## src/rtl/uart_link_pkg.sv

```systemverilog
// Shared definitions for the CoreUART host-side link sequencer.
// Holds the sequencer state encoding and the guard counter width.
package uart_link_pkg;

    // Sequencer states: IDLE selects work, WR/RD are single strobe cycles,
    // GUARD masks the UART's registered status flags after a strobe.
    typedef enum logic [1:0] {
        StIdle  = 2'd0,
        StWr    = 2'd1,
        StRd    = 2'd2,
        StGuard = 2'd3
    } link_state_e;

    // Wide enough for the largest legal guard length (7).
    localparam int unsigned GuardCntW = 3;

endpackage

```

## src/rtl/uart_rr_arb2.sv

```systemverilog
// Two-way round-robin arbiter with packet lock for the shared UART transmitter.
// Ports:
//   clk, rst_n   clock, asynchronous active-low reset
//   req[1:0]     requester valids
//   launch       a write to the selected requester was committed this cycle
//   accept       the committed byte is being accepted (ready pulse cycle)
//   accept_last  the accepted byte ends its packet
//   sel          requester to serve next (combinational)
//   grant        current TX owner
//   lock         packet in progress; only the owner may be served
module uart_rr_arb2 (
    input  logic       clk,
    input  logic       rst_n,
    input  logic [1:0] req,
    input  logic       launch,
    input  logic       accept,
    input  logic       accept_last,
    output logic       sel,
    output logic       grant,
    output logic       lock
);

    logic grant_q;
    logic lock_q;
    logic ptr_q;    // preferred requester when unlocked

    always_comb begin
        sel = ptr_q;
        if (lock_q) begin
            sel = grant_q;
        end else if (req[ptr_q]) begin
            sel = ptr_q;
        end else if (req[~ptr_q]) begin
            sel = ~ptr_q;
        end
    end

    always_ff @(posedge clk or negedge rst_n) begin
        if (!rst_n) begin
            grant_q <= 1'b0;
            lock_q  <= 1'b0;
            ptr_q   <= 1'b0;
        end else begin
            if (launch) begin
                grant_q <= sel;
            end
            if (accept) begin
                lock_q <= ~accept_last;
                // The pointer only moves once the owner's packet has ended.
                if (accept_last) begin
                    ptr_q <= ~grant_q;
                end
            end
        end
    end

    assign grant = grant_q;
    assign lock  = lock_q;

endmodule

```

## src/rtl/uart_link_ctrl.sv

```systemverilog
// Host-side sequencer for the CoreUART byte interface.
// Shares the UART transmitter between two byte-stream requesters (round-robin
// with packet lock) and drains the receiver into a one-entry buffer that keeps
// the parity/framing flags. Sole driver of the UART CSN/WEN/OEN/DATA_IN pins.
// Ports:
//   CLK, RESET_N                    clock, asynchronous active-low reset
//   txN_data/valid/last/ready       requester byte streams (N = 0, 1)
//   rx_data/perr/ferr/valid/ready   received byte buffer (valid/ready)
//   uart_csn/wen/oen/din            registered active-low strobes and write data
//   uart_dout/txrdy/rxrdy/perr/ferr UART read data and status
//   grant, lock                     current TX owner and packet-in-progress flag
module uart_link_ctrl
    import uart_link_pkg::*;
#(
    parameter int unsigned GUARD_CYCLES = 2,
    parameter bit          RX_PRIORITY  = 1'b1
) (
    input  logic       CLK,
    input  logic       RESET_N,
    input  logic [7:0] tx0_data,
    input  logic       tx0_valid,
    input  logic       tx0_last,
    output logic       tx0_ready,
    input  logic [7:0] tx1_data,
    input  logic       tx1_valid,
    input  logic       tx1_last,
    output logic       tx1_ready,
    output logic [7:0] rx_data,
    output logic       rx_perr,
    output logic       rx_ferr,
    output logic       rx_valid,
    input  logic       rx_ready,
    output logic       uart_csn,
    output logic       uart_wen,
    output logic       uart_oen,
    output logic [7:0] uart_din,
    input  logic [7:0] uart_dout,
    input  logic       uart_txrdy,
    input  logic       uart_rxrdy,
    input  logic       uart_perr,
    input  logic       uart_ferr,
    output logic       grant,
    output logic       lock
);

    localparam logic [GuardCntW-1:0] GuardLoad = GuardCntW'(GUARD_CYCLES);

    link_state_e          state_q, state_d;
    logic [GuardCntW-1:0] cnt_q;

    logic       csn_q, wen_q, oen_q;
    logic [7:0] din_q;
    logic       tx0_ready_q, tx1_ready_q;
    logic       last_q;     // last flag of the byte being written

    logic       rx_valid_q;
    logic [7:0] rx_data_q;
    logic       rx_perr_q, rx_ferr_q;

    logic       sel;
    logic       sel_valid, sel_last;
    logic [7:0] sel_data;
    logic       rx_elig, tx_elig;
    logic       go_wr, go_rd;

    uart_rr_arb2 u_arb (
        .clk         (CLK),
        .rst_n       (RESET_N),
        .req         ({tx1_valid, tx0_valid}),
        .launch      (go_wr),
        .accept      (state_q == StWr),
        .accept_last (last_q),
        .sel         (sel),
        .grant       (grant),
        .lock        (lock)
    );

    assign sel_valid = sel ? tx1_valid : tx0_valid;
    assign sel_last  = sel ? tx1_last  : tx0_last;
    assign sel_data  = sel ? tx1_data  : tx0_data;

    // A full buffer being emptied this cycle can take the next byte right away.
    assign rx_elig = uart_rxrdy && (!rx_valid_q || rx_ready);
    assign tx_elig = uart_txrdy && sel_valid;

    always_comb begin
        state_d = state_q;
        go_wr   = 1'b0;
        go_rd   = 1'b0;
        unique case (state_q)
            StIdle: begin
                if (rx_elig && (!tx_elig || RX_PRIORITY)) begin
                    go_rd   = 1'b1;
                    state_d = StRd;
                end else if (tx_elig) begin
                    go_wr   = 1'b1;
                    state_d = StWr;
                end
            end
            StWr, StRd: state_d = StGuard;
            StGuard: begin
                if (cnt_q <= GuardCntW'(1)) begin
                    state_d = StIdle;
                end
            end
            default: state_d = StIdle;
        endcase
    end

    always_ff @(posedge CLK or negedge RESET_N) begin
        if (!RESET_N) begin
            state_q <= StIdle;
            cnt_q   <= '0;
        end else begin
            state_q <= state_d;
            if (state_q == StWr || state_q == StRd) begin
                cnt_q <= GuardLoad;
            end else if (state_q == StGuard && cnt_q != '0) begin
                cnt_q <= cnt_q - 1'b1;
            end
        end
    end

    // Strobes are registered from the IDLE decision so the pins are glitch-free.
    always_ff @(posedge CLK or negedge RESET_N) begin
        if (!RESET_N) begin
            csn_q       <= 1'b1;
            wen_q       <= 1'b1;
            oen_q       <= 1'b1;
            din_q       <= 8'h00;
            tx0_ready_q <= 1'b0;
            tx1_ready_q <= 1'b0;
            last_q      <= 1'b0;
        end else begin
            csn_q       <= ~(go_wr | go_rd);
            wen_q       <= ~go_wr;
            oen_q       <= ~go_rd;
            tx0_ready_q <= go_wr & ~sel;
            tx1_ready_q <= go_wr & sel;
            if (go_wr) begin
                din_q  <= sel_data;
                last_q <= sel_last;
            end
        end
    end

    always_ff @(posedge CLK or negedge RESET_N) begin
        if (!RESET_N) begin
            rx_valid_q <= 1'b0;
            rx_data_q  <= 8'h00;
            rx_perr_q  <= 1'b0;
            rx_ferr_q  <= 1'b0;
        end else if (state_q == StRd) begin
            rx_valid_q <= 1'b1;
            rx_data_q  <= uart_dout;
            rx_perr_q  <= uart_perr;
            rx_ferr_q  <= uart_ferr;
        end else if (rx_valid_q && rx_ready) begin
            rx_valid_q <= 1'b0;
        end
    end

    assign uart_csn  = csn_q;
    assign uart_wen  = wen_q;
    assign uart_oen  = oen_q;
    assign uart_din  = din_q;
    assign tx0_ready = tx0_ready_q;
    assign tx1_ready = tx1_ready_q;
    assign rx_valid  = rx_valid_q;
    assign rx_data   = rx_data_q;
    assign rx_perr   = rx_perr_q;
    assign rx_ferr   = rx_ferr_q;

endmodule

```

## config.mk

```make
export PLATFORM = sky130hd
export DESIGN_NAME = uart_link_ctrl
export DESIGN_NICKNAME = d
export VERILOG_FILES = /design/src/rtl/uart_link_pkg.sv /design/src/rtl/uart_rr_arb2.sv /design/src/rtl/uart_link_ctrl.sv
export SDC_FILE = /design/constraint.sdc
export NUM_CORES = 1
export LEC_CHECK = 0
export CAP_MARGIN = 20
export CORE_MARGIN = 4
export CORE_UTILIZATION = 41
export CTS_CLUSTER_SIZE = 12
export DETAILED_ROUTE_END_ITERATION = 7
export HOLD_SLACK_MARGIN = 0.15
export PLACE_DENSITY = 0.82
export SYNTH_ARGS = -nofsm -noshare
export SYNTH_HDL_FRONTEND = slang
export SYNTH_SLANG_ARGS = --single-unit
```

## constraint.sdc

```tcl
create_clock -name CLK -period 1.7 [get_ports CLK]
set_clock_uncertainty 0.2 [all_clocks]
set_input_delay 0.34 -clock CLK [delete_from_list [all_inputs] [get_ports CLK]]
set_output_delay 0.34 -clock CLK [all_outputs]
set_load 0.05 [all_outputs]
```

# ---- Word-level counts from Yosys, hierarchy flattened
# Index checks and enable logic that the tools add are counted.
dict set report totals {
  mem_bits_ro 0
  register_bits 33
  latch_bits 0
  mem_count 0
  ramBits 0
  input_bits 35
  output_inout_bits 26
}
dict set report op_classes {
  n_mux 23
  magnitude_cmp 3
  eq_ne 5
  shift 0
  reduce_logical 14
  div_mod_pow 0
  add_sub_neg 1
  multipliers 0
  bitwise 10
}
# cell n
set op_table {}
lappend op_table {{1-bit 2-to-1 mux} 16}
lappend op_table {{8-bit 2-to-1 mux} 1}
lappend op_table {{1-bit inverter} 7}
lappend op_table {{2-bit 2-to-1 mux} 3}
lappend op_table {{3-bit 2-to-1 mux} 2}
lappend op_table {{2-bit case mux with 3 select lines} 1}
lappend op_table {{2-bit equality test (second input constant)} 2}
lappend op_table {{1-bit logical AND} 4}
lappend op_table {{1-bit by 2-bit < comparator with 1-bit output (second input constant)} 2}
lappend op_table {{2-bit AND reduction} 2}
lappend op_table {{2-bit nonzero test} 2}
lappend op_table {{3-bit by 1-bit less-or-equal comparator with 1-bit output (second input constant)} 1}
lappend op_table {{3-bit != test (second input constant)} 1}
lappend op_table {{3-bit nonzero test} 1}
lappend op_table {{3-bit by 1-bit subtractor with 3-bit output (second input constant)} 1}
lappend op_table {{1-bit AND} 2}
lappend op_table {{2-bit by 1-bit equality test with 1-bit output (second input constant)} 1}
lappend op_table {{2-bit logical NOT} 1}
lappend op_table {{1-bit logical OR} 2}
lappend op_table {{2-bit != test (second input constant)} 1}
lappend op_table {{2-bit OR reduction} 1}
lappend op_table {{1-bit logical NOT} 1}
lappend op_table {{1-bit OR} 1}

# ---- Logic depth before layout (Yosys ltp)
dict set report depth {
  word_depth 13
  mapped_depth 6
  mapped_depth_nobuf 6
}

# ---- Modules after synthesis
# A second synthesis with hierarchy kept.
dict set report hier_totals {
  hier_cells 129
  area_unflattened_um2 1508.9
}
# module area_per_inst_um2 seq_area_each_um2 cells_each instances
set by_module_without_submodules {}
lappend by_module_without_submodules {uart_link_ctrl 1368.8 754.5 115 1}
lappend by_module_without_submodules {uart_rr_arb2 140.1 75.1 14 1}

# ---- Worst setup path before layout
# No wires, ideal clock.
dict set report synth_timing {
  kind {reg-to-reg}
  from {register u_arb.lock_q (netlist: u_arb.lock)}
  to {register u_arb.grant_q (netlist: u_arb.grant)}
  slack_ns -0.370
  arrival_ns 1.745
  path_stages_with_launch 6
  period_less_slack_ns 2.070
  path_cell_list {dfrtp_1 > a21boi_1 > o221ai_2 > nor3b_4 > buf_6 > mux2_4}
}
dict set report synth_between {
  elab_chain_len 6
}
# item line
set synth_rtl {}
lappend synth_rtl {{start: declaration} uart_rr_arb2.sv:24} ;# logic lock_q;
lappend synth_rtl {{start signal: assignment} uart_rr_arb2.sv:48} ;# lock_q <= ~accept_last;
lappend synth_rtl {{1-bit 2-to-1 mux *} uart_rr_arb2.sv:29} ;# if (lock_q) begin
lappend synth_rtl {{1-bit 2-to-1 mux} uart_link_ctrl.sv:78} ;# assign sel_valid = sel ? tx1_valid : tx0_valid;
lappend synth_rtl {{1-bit logical AND} uart_link_ctrl.sv:84} ;# assign tx_elig = uart_txrdy && sel_valid;
lappend synth_rtl {{1-bit 2-to-1 mux} uart_link_ctrl.sv:95} ;# end else if (tx_elig) begin
lappend synth_rtl {{1-bit 2-to-1 mux} uart_link_ctrl.sv:92} ;# if (rx_elig && (!tx_elig || RX_PRIORITY)) begin
lappend synth_rtl {{1-bit 2-to-1 mux} uart_link_ctrl.sv:90} ;# unique case (state_q)
lappend synth_rtl {{end signal: assignment} uart_rr_arb2.sv:45} ;# grant_q <= sel;
lappend synth_rtl {{end: declaration} uart_rr_arb2.sv:23} ;# logic grant_q;
# Mark *: on every way between the ends. The rest lies on a longest branch, timed or not.
# A chain may end at the register's enable or synchronous reset.

# ---- Worst setup path in the final report
dict set report layout_timing {
  from {input port rx_ready}
  to {register last_q}
}
dict set report layout_between {
  elab_chain_len 4
}
# item line
set layout_rtl {}
lappend layout_rtl {{start: declaration} uart_link_ctrl.sv:32} ;# input logic rx_ready,
lappend layout_rtl {{1-bit logical OR} uart_link_ctrl.sv:83} ;# assign rx_elig = uart_rxrdy && (!rx_valid_q || rx_ready);
lappend layout_rtl {{1-bit logical AND} uart_link_ctrl.sv:83}
lappend layout_rtl {{1-bit 2-to-1 mux} uart_link_ctrl.sv:92}
lappend layout_rtl {{1-bit 2-to-1 mux} uart_link_ctrl.sv:90}
lappend layout_rtl {{end signal: assignment} uart_link_ctrl.sv:142} ;# last_q <= sel_last;
lappend layout_rtl {{end: declaration} uart_link_ctrl.sv:54} ;# logic last_q;
# No other way between the ends.

==> flow_summary.toml <==
[outcome]
status = "finished, violations left"
violations = "negative setup slack"

[setup_path]
cp_slowest_cell = "clkdlybuf4s50_1"
crit_path_max_fanout = 6
crit_path_start_kind = "input port"
cp.arrival_ps = 1770
cp_num_buf_inv = 2
crit-reg2reg-launch = "u_arb.grant"
path_cells = "clkdlybuf4s50_1 -> nand2b_4 -> and2_4 -> nor3b_4 -> buf_6 -> mux2_4"
reg2reg_depth = 5
required_ps = 1670
crit_type = "input port to flop"
endpoint_kind = "flop"
reg2reg_to = "state_q[0]"
cpPeakStageDelay_ps = 400
ff2ff_setup_slack_ps = -70
cpLargestDelayFamily = "buffers and inverters"

[finish]
fin_cells = 312
drive_above_1_share_pct = 39.62
syn_to_final_growth_pct = 68.88
layout.nets = 302
diodes = 0

[synthesis]
synth_cell_types = 33
syn_avg_cell_area_sq_um = 10.82
synth_warnings = 0
synth_edf_count = 0
ys_top_cells_by_count = "30 x dfrtp_1, 18 x o221ai_1, 17 x nand2_1, 15 x inv_1"
synth.most_common_cell = "dfrtp_1"
ys_seq_area_share_pct = 44.56
yosysTopAreaCell = "dfrtp_1"
synth_nets = 215
syn_area_sq_um = 1862
syn_inst = 172
synth.ff_latch_count = 33
async_flop_share_pct = 100.0
yosysTopAreaCellShare_pct = 40.32
synthFlopType = "dfrtp_1"
synthTopCellsByArea = "dfrtp_1 40%, o221ai_1 8.5%, mux2_2 7.9%"

[run]
cap_violations = 0

[hold_path]
hold_path_class = "input port to async pin"

[timing]
layout_setup_ws_ps = -102.7
clock.fmax_mhz = 554.7
fin_setup_tns_ps = -950.6
relSlewSlack_pct = 70.54
tightest_slew_ps = 438.1
slew_viol_final = 0
finalSetupViolCount = 12
hold_viol = 0
min_period_ps = 1803
rsz0062_at_grt = "true"
fin_crit_sh_pct = 106.0

[global_route]
grt_max_degree = 34
grt_pass1_vias = 1637
antenna_found_initial = 0
grt_pass1_wl_microns = 7762
track_usage_pct = 17.90
overflow = 0

[power]
p_comb_share_pct = 64.8
internal_power_mw = 3.561
powerDensity_nw_per_um2 = 1927
p_sw_mw = 2.499
cellLeakagePower_nw = 1.410
power_frac_clock_pct = 10.6
seq_power_share_pct = 24.6
p_sw_share_pct = 41.24
vdd_drop_max_uv = 1222

[floorplanning]
start_util_pct = 42.47
rows = 24
die_w_microns = 75.39
core-area_sq_um = 4384
die_y_microns = 75.39
ios = 61
dieArea_sq_um = 5683

[routing]
antenna_left = 0
drtPass1Iterations = 4
drc = 0
drt-initial-drc-count = 70
topRoutingLayerUsed = "met4"
avgRoutedWirePerCell_microns = 15.47
m1WireLength_microns = 1869
wirelength_microns = 4828
wl_met3_microns = 396
wl_met2_microns = 2528
vias = 1577
vias_per_cell = 5.054

[clock_network]
clockBufferDepth = 2
cts_buffers = 5
cts_tree = "yes"
postCtsHoldBufs = 0
clock_sinks = 33
insertion_delay_ps = 280
path_clk_slew_ps = 70
h-tree-depth = 2
cts_root_buf = "clkbuf_8"

[placed_design]
gp_congestion = 0.7789
hpwlAfterDp_microns = 3617
io_buffer_count = 60
dp.cells = 302
-- cell type report --
class	instances	area (sq um)
Clock buffer	7	96.34
Clock inverter	1	5.005
Fill cell	288	1240
Inverter	16	62.56
Multi-Input combinational cell	116	980.9
Sequential cell	33	833.3
Tap cell	52	65.06
Timing Repair Buffer	87	1101
-- repair_timing --
| item | 4_1_cts | 5_1_grt |
|---|---|---|
| pin swaps | 4 | 2 |
| gates resized for setup | 11 | 8 |
| setup buffers | 1 | 1 |
| endpoints found under the setup margin | 14 | 16 |
-- per-stage QoR --
step	worst slack [ps]	power, mW	hold WS, ps	instance area, sq um	utilization, %
6_report	-102.7	6.060	229.8	3144	71.72
4_1_cts	-99.02	6.089	230.3	3117	71.09
2_1_floorplan	-210.2	3.410	-155.6	1874	-
3_3_place_gp	-459.8	5.267	304.8	2977	67.89
3_5_place_dp	-527.4	5.373	316.0	2977	67.89
5_1_grt	-163.2	6.382	232.9	3144	71.72
-- state kept, by name, summed over array words and instances (netlist names), 2 cells and up --
signal	cells
cnt_q	3
rx_data	8
uart_din	8
state_q	2
-- routing by layer --
layer	track usage [%]	vias up
met2	28.86	50
li1	-	779
met4	6.796	0
met1	22.06	746
met5	0	-
met3	6.332	2
-- how the worst max path moves through the flow --
stage	depth (start not counted)	start	slack [ps]	to
after detailed placement	5	tx1_valid	-530	last_q
final	6	rx_ready	-100	last_q
after floorplan	5	u_arb.lock	-210	u_arb.grant
after global routing	5	u_arb.lock	-160	uart_din[5]
after global placement	6	tx0_valid	-460	uart_din[3]
after CTS	5	u_arb.lock	-100	last_q
-- cells by family after synthesis --
group | synth area share (%)
and+or+nand+nor | 12.16
AOI/OAI and AO/OA | 16.87
DFF | 44.56
buffers and inverters | 5.174
muxes | 15.39
adders and majority gates | 5.377
xor gates and xnor gates | 0.4705
-- power groups by stage --
stage	combinational [mW]	clock [mW]	sequential, mW
6_report	3.92	0.643	1.49
5_1_grt	4.14	0.710	1.53
4_1_cts	3.92	0.671	1.49
3_5_place_dp	3.88	0	1.50
3_3_place_gp	3.78	0	1.48
2_1_floorplan	1.14	0	2.27
-- placed cells by master, fill, tap and decap left out, types with 2 or more instances in the layout --
cell,n
o221ai_1,18
clkbuf_8,7
a21oi_1,11
nand2_1,17
mux2_2,10
buf_12,28
mux2_4,11
buf_4,21
nor2_1,6
buf_6,4
dfrtp_1,27
and2_4,2
mux2i_1,2
inv_1,14
dlygate4sd2_1,2
nand2b_1,11
dfrtp_2,3
dfstp_2,3
ha_1,8
clkdlybuf4s50_1,32
No activity file was read; power rests on OpenSTA's default activity.
